File: src/rtl/meas_tx_framer_if.sv
// meas_tx_framer_if
//   Byte write port into the ft245_async_fifo.
//   wr_en   : write strobe, one byte per cycle while high (master -> slave)
//   wr_data : byte being written                          (master -> slave)
//   wr_full : FIFO full, no write may be issued while high (slave -> master)
interface meas_tx_framer_if;
    logic       wr_en;
    logic [7:0] wr_data;
    logic       wr_full;

    modport master (output wr_en, output wr_data, input wr_full);
    modport slave  (input wr_en, input wr_data, output wr_full);
endinterface

File: src/rtl/meas_tx_framer.sv
// meas_tx_framer
//   Uplink framer for the host serial link (CLK_25M domain). Collects SAMPLES
//   12-bit samples, then writes one frame into the FIFO:
//     SYNC, TYPE, {0,op_mode}, seq, 2*SAMPLES, {0,s[k][11:8]}, s[k][7:0] ..., checksum
//   checksum = mod-256 sum of every byte after SYNC up to the last payload byte.
// Ports
//   clk, reset      : clock, synchronous active-high reset
//   sample_valid    : one-cycle strobe qualifying sample_data
//   sample_data     : 12-bit measurement sample
//   op_mode         : control state, latched with the last sample of a frame
//   tx_enable       : allow collection; low clears a partially collected frame
//   fifo (master)   : wr_en / wr_data / wr_full FIFO write port
//   busy            : high while the frame bytes are being sent
//   frame_done      : one-cycle pulse after the checksum byte is written
//   overflow        : sticky, a sample was dropped while a frame was in flight
module meas_tx_framer #(
    parameter int unsigned SAMPLES   = 8,
    parameter logic [7:0]  SYNC_BYTE = 8'hA5,
    parameter logic [7:0]  TYPE_MEAS = 8'h4D
) (
    input  logic             clk,
    input  logic             reset,
    input  logic             sample_valid,
    input  logic [11:0]      sample_data,
    input  logic [3:0]       op_mode,
    input  logic             tx_enable,
    meas_tx_framer_if.master fifo,
    output logic             busy,
    output logic             frame_done,
    output logic             overflow
);
    localparam int unsigned NBYTES   = 5 + 2 * SAMPLES + 1;
    localparam logic [7:0]  LAST_PTR = 8'(NBYTES - 1);
    localparam logic [7:0]  LEN_BYTE = 8'(2 * SAMPLES);
    localparam logic [6:0]  CNT_LAST = 7'(SAMPLES - 1);

    typedef enum logic [1:0] {COLLECT, SEND, DONE} state_e;

    state_e      state_q;
    logic [6:0]  cnt_q;
    logic        full_q;
    logic [11:0] samp_q [SAMPLES];
    logic [3:0]  mode_q;
    logic [7:0]  seq_q;
    logic [7:0]  ptr_q;
    logic [7:0]  csum_q;
    logic [7:0]  wr_data_q;
    logic        busy_q;
    logic        frame_done_q;
    logic        overflow_q;

    logic [7:0]  ptr_d;
    logic [7:0]  csum_d;
    logic [7:0]  byte_d;
    logic [7:0]  pay_idx;
    logic [11:0] samp_sel;
    logic        samp_we;
    logic        wr_en;

    assign wr_en        = (state_q == SEND) && !fifo.wr_full;
    assign fifo.wr_en   = wr_en;
    assign fifo.wr_data = wr_data_q;
    assign busy         = busy_q;
    assign frame_done   = frame_done_q;
    assign overflow     = overflow_q;

    assign samp_we = (state_q == COLLECT) && !full_q && tx_enable && sample_valid;

    // wr_data_q always holds byte[ptr_q]; on each write the following byte is
    // preloaded, so the checksum byte is the running sum plus the byte going
    // out in the same cycle (SYNC at ptr 0 is left out of the sum).
    always_comb begin
        ptr_d    = ptr_q + 8'd1;
        csum_d   = (ptr_q == 8'd0) ? csum_q : csum_q + wr_data_q;
        pay_idx  = ptr_d - 8'd5;
        samp_sel = '0;
        for (int unsigned k = 0; k < SAMPLES; k++) begin
            if (7'(k) == pay_idx[7:1]) samp_sel = samp_q[k];
        end
        if (ptr_d == LAST_PTR) begin
            byte_d = csum_d;
        end else begin
            case (ptr_d)
                8'd1:    byte_d = TYPE_MEAS;
                8'd2:    byte_d = {4'h0, mode_q};
                8'd3:    byte_d = seq_q;
                8'd4:    byte_d = LEN_BYTE;
                default: byte_d = pay_idx[0] ? samp_sel[7:0] : {4'h0, samp_sel[11:8]};
            endcase
        end
    end

    // Sample store needs no reset; contents are only read after a full collect.
    always_ff @(posedge clk) begin
        if (samp_we) begin
            for (int unsigned k = 0; k < SAMPLES; k++) begin
                if (7'(k) == cnt_q) samp_q[k] <= sample_data;
            end
        end
    end

    always_ff @(posedge clk) begin
        if (reset) begin
            state_q      <= COLLECT;
            cnt_q        <= '0;
            full_q       <= 1'b0;
            mode_q       <= '0;
            seq_q        <= '0;
            ptr_q        <= '0;
            csum_q       <= '0;
            wr_data_q    <= '0;
            busy_q       <= 1'b0;
            frame_done_q <= 1'b0;
            overflow_q   <= 1'b0;
        end else begin
            frame_done_q <= 1'b0;
            case (state_q)
                COLLECT: begin
                    if (full_q) begin
                        // Buffer complete: one cycle to stage SYNC, so a sample
                        // arriving now has nowhere to go and is dropped.
                        full_q    <= 1'b0;
                        state_q   <= SEND;
                        busy_q    <= 1'b1;
                        ptr_q     <= '0;
                        csum_q    <= '0;
                        wr_data_q <= SYNC_BYTE;
                        if (sample_valid) overflow_q <= 1'b1;
                    end else if (!tx_enable) begin
                        cnt_q <= '0;
                    end else if (sample_valid) begin
                        if (cnt_q == CNT_LAST) begin
                            cnt_q  <= '0;
                            full_q <= 1'b1;
                            mode_q <= op_mode;
                        end else begin
                            cnt_q <= cnt_q + 7'd1;
                        end
                    end
                end
                SEND: begin
                    if (sample_valid) overflow_q <= 1'b1;
                    if (wr_en) begin
                        if (ptr_q == LAST_PTR) begin
                            state_q      <= DONE;
                            busy_q       <= 1'b0;
                            frame_done_q <= 1'b1;
                        end else begin
                            ptr_q     <= ptr_d;
                            csum_q    <= csum_d;
                            wr_data_q <= byte_d;
                        end
                    end
                end
                DONE: begin
                    if (sample_valid) overflow_q <= 1'b1;
                    seq_q   <= seq_q + 8'd1;
                    cnt_q   <= '0;
                    state_q <= COLLECT;
                end
                default: state_q <= COLLECT;
            endcase
        end
    end
endmodule

File: src/flat_wrapper.sv
// flat-port wrapper written by rule: the top's interface ports become plain ports
module meas_tx_framer_flat 
#(
    parameter int unsigned SAMPLES   = 8,
    parameter logic [7:0]  SYNC_BYTE = 8'hA5,
    parameter logic [7:0]  TYPE_MEAS = 8'h4D
)
  (clk, reset, sample_valid, sample_data, op_mode, tx_enable, busy, frame_done, overflow, fifo_wr_en, fifo_wr_data, fifo_wr_full);
  meas_tx_framer_if fifo_i ();
  input  logic clk;
  input  logic reset;
  input  logic sample_valid;
  input  logic [11:0] sample_data;
  input  logic [3:0] op_mode;
  input  logic tx_enable;
  output logic busy;
  output logic frame_done;
  output logic overflow;
  output wire logic [$bits(fifo_i.wr_en)-1:0] fifo_wr_en;
  output wire logic [$bits(fifo_i.wr_data)-1:0] fifo_wr_data;
  input wire logic [$bits(fifo_i.wr_full)-1:0] fifo_wr_full;
  assign fifo_wr_en = fifo_i.wr_en;
  assign fifo_wr_data = fifo_i.wr_data;
  assign fifo_i.wr_full = fifo_wr_full;
  meas_tx_framer #(.SAMPLES(SAMPLES), .SYNC_BYTE(SYNC_BYTE), .TYPE_MEAS(TYPE_MEAS)) u_core (.clk(clk), .reset(reset), .sample_valid(sample_valid), .sample_data(sample_data), .op_mode(op_mode), .tx_enable(tx_enable), .fifo(fifo_i), .busy(busy), .frame_done(frame_done), .overflow(overflow));
endmodule
File: config.mk
export PLATFORM = sky130hd
export DESIGN_NAME = meas_tx_framer_flat
export DESIGN_NICKNAME = d
export VERILOG_FILES = /design/src/rtl/meas_tx_framer_if.sv /design/src/rtl/meas_tx_framer.sv /design/src/flat_wrapper.sv
export SDC_FILE = /design/constraint.sdc
export NUM_CORES = 1
export LEC_CHECK = 0
export CAP_MARGIN = 15
export CORE_ASPECT_RATIO = 1.2
export CORE_MARGIN = 4
export CORE_UTILIZATION = 40
export DETAILED_ROUTE_END_ITERATION = 10
export GPL_ROUTABILITY_DRIVEN = 0
export HOLD_SLACK_MARGIN = 0.02
export PLACE_DENSITY = 0.67
export SKIP_LAST_GASP = 1
export SLEW_MARGIN = 30
export SYNTH_ARGS = -nofsm -noshare
export SYNTH_HDL_FRONTEND = slang
export SYNTH_SLANG_ARGS = --single-unit
File: constraint.sdc
create_clock -name clk -period 4.4 [get_ports clk]
set_input_delay 0.44 -clock clk [delete_from_list [all_inputs] [get_ports clk]]
set_output_delay 0.44 -clock clk [all_outputs]
set_load 0.05 [all_outputs]
==> results.md <==
- Status: finished clean
- Cells after Synth: 599
- Max cap viols: 0
- Die Span X: 128 µm
- CP Launch Type: register
- Critical path cell sequence: inv_2, ha_1, and3b_1, o21ai_2, and4_2, or2_1, nand2_1, a2111oi_2, a21oi_1, o41ai_2
- Initial core utilization: 0.409
- Antenna violations before repair: 0
- Rel. slew slack: 0.367
- Distinct cells, synth: 77
- Post-route ant nets: 0
- # IOs: 33
- Die area: 0.0195 mm²
- Largest cells by area after synthesis: edfxtp_1, dfxtp_1, mux4_2, nor2_1, ha_1
- Min-Delay Path Class: register to register
- PD cells: 370 mW/mm²
- Synthesis-to-finish area growth: 15.9%
- Final Setup Violations: 0
- Synth area leader: edfxtp_1
- Peak supply drop: 0.271 mV
- Min setup slack post-route: 0.897 ns
- Worst skew pair latency: 0.43 ns
- Vias in the first global route: 4,835
- Row cnt: 52
- Metal3 WL: 585 µm
- Minimum clock period: 3.50 ns
- Detailed Route WL: 15,700 µm
- CTS tree: built
- Number of diodes: 0
- Root Driver: clkbuf_16
- Final design area excluding fillers: 0.00805 mm²
- Ys async rst share: 0
- Post-synthesis net count: 639
- GRT Overall Usage: 0.167
- Fin crit share: 0.796
- Main synth FF type: edfxtp_1
- Largest net degree at the start of global routing: 32
- Most frequent cell after synthesis: edfxtp_1
- Vias per inst: 5.61
- Leakage: 2.78 nW
- Wl on met1: 7100 µm
- Worst Skew: 0.0130 ns
- Sequential area share after synthesis: 0.556
- Routed met2 length: 7680 µm
- Area after DPL: 0.00745 mm²
- Setup CP Type: register to register
- Setup TNS: 0 ns
- Final hold slack: 0.481 ns
- Final Hold Fails: 0
- Unrepaired setup endpoints after global routing: false
- CP max-delay cell: dfxtp_1
- Ys Warns: 0
- Clk sink count: 145
- H-tree depth: 4
- Area fraction of the dominant cell type after synthesis: 0.415
- Fmax: 286 MHz
- Setup bufs post-CTS: 0
- FF+latch count, synth: 145
- Global route total overflow: 0
- Top layer in use: met4
- Share of cells above drive strength 1: 0.124
- Pre-CTS setup slack: 0.992 ns
- Mean Syn Cell Area: 11.6 µm²
- Final Max Slew Viols: 0
- Die Y: 152 µm
- Residual DRC count: 0
- Hold_buf cts: 0
- WP data required: 4.72 ns
- Max incr delay on CP: 0.67 ns
- Num CTS Buffers: 17
- Clock tree buffer depth: 2
- TritonRoute pass-1 iters: 5
- Drt wl/cell: 18.4 µm
- Clk slew on worst S/H paths: 0.06 ns
- Commonest cells in the netlist: edfxtp_1, nor2_1, dfxtp_1
- Worst setup EP type: register
- Actual slew at the worst max-slew pin: 0.950 ns
- Core area: 0.0170 mm²
- IO buf count: 32
- Initial DRC count: 325
- Number of synthesized flops with an enable pin: 96
- CTS resizes: 0
- Post-DP HPWL: 10,900 µm
- Cell Area, Synth: 0.00694 mm²
- Nets: 666
- CP max FO: 16
- Arrival time of the worst setup path: 3.83 ns
- First-pass GRT wire length: 25,600 µm
- Via count: 4,797
worst paths after layout:
path | from | to | slack (ns) | cells after the start
min reg2reg | u_core.overflow | u_core.overflow | 0.48 | 2
min | u_core.overflow | u_core.overflow | 0.48 | 2
max | u_core.ptr_q[0] | u_core.fifo.wr_data[6] | 0.90 | 10
max reg2reg | u_core.ptr_q[0] | u_core.fifo.wr_data[6] | 0.90 | 10
cell type report:
class | count | area (µm²)
Sequential cell | 145 | 3860
Fill cell | 1526 | 8930
Clock inverter | 13 | 161
Clock buffer | 19 | 433
Multi-Input combinational cell | 405 | 2870
Timing Repair Buffer | 42 | 395
Tap cell | 216 | 270
Inverter | 15 | 56.3
state kept, by name (all words and copies together), names as in the netlist:
register,cells
u_core.busy,1
u_core.cnt_q,7
u_core.csum_q,8
u_core.fifo.wr_data,8
u_core.frame_done,1
u_core.full_q,1
u_core.mode_q,4
u_core.overflow,1
u_core.ptr_q,8
u_core.samp_q,96
u_core.seq_q,8
u_core.state_q,2
placed cells by master, fill, tap and decap left out, types with 3 or more instances in the layout:
master / netlist / routed
edfxtp_1: 96 / 96
nor2_1: 61 / 60
nand2_1: 48 / 48
dfxtp_1: 49 / 48
a21oi_1: 32 / 32
clkdlybuf4s50_1: 0 / 32
o21ai_0: 24 / 24
ha_1: 18 / 18
clkbuf_16: 0 / 17
inv_1: 14 / 14
nand3_1: 14 / 14
xor2_1: 14 / 14
nor3_1: 17 / 14
mux4_2: 13 / 13
mux2i_1: 13 / 13
and3_1: 12 / 12
nand4_1: 10 / 10
a22oi_1: 10 / 10
a211oi_1: 10 / 10
buf_4: 5 / 10
xnor2_1: 8 / 8
a221oi_1: 7 / 7
nand2b_1: 6 / 6
and2_1: 6 / 6
nor2b_1: 5 / 5
or3_1: 5 / 5
a311oi_1: 5 / 5
o211ai_1: 4 / 4
nor3_2: 1 / 3
a21o_1: 3 / 3
a2111oi_0: 3 / 3
clkinvlp_4: 0 / 3
bufinv_16: 0 / 3
cells by family (layout without fill, tap and decap cells):
group | Yosys count | in the layout | synth area share
xor+xnor | 22 | 22 | 0.0278
mux | 27 | 27 | 0.0625
buf+inv | 49 | 89 | 0.0348
fa+ha+maj | 19 | 19 | 0.0353
compound gates | 130 | 130 | 0.135
simple gates | 207 | 207 | 0.148
flops | 145 | 145 | 0.556
worst max-delay path: cells and delay by family, from the launching register on:
| family | cells | cell delay, ns |
|---|---|---|
| simple gates | 4 | 1.15 |
| compound gates | 4 | 0.94 |
| flops | 1 | 0.67 |
| fa+ha+maj | 1 | 0.42 |
| buf+inv | 1 | 0.22 |
per-layer routing:
layer  track usage  up-vias
met5             0        -
met4        0.0672        0
met3        0.0396       27
met2         0.264      109
met1         0.220     2353
li1              -     2308
per-stage QoR:
stage	instances	total power, W	utilization
2_1_floorplan	599	0.00152	-
3_3_place_gp	823	0.00155	0.439
3_5_place_dp	823	0.00156	0.439
4_1_cts	855	0.00301	0.474
5_1_grt	855	0.00308	0.474
6_report	855	0.00298	0.474
where the power goes:
part	switching (W)	internal (W)	leakage, nW
combinational	0.0000385	0.0000248	1.24
sequential	0.00000393	0.00146	1.26
clock	0.000561	0.000891	0.278
total	0.000603	0.00238	2.78
Note: power is estimated with default switching activity, not from simulation.
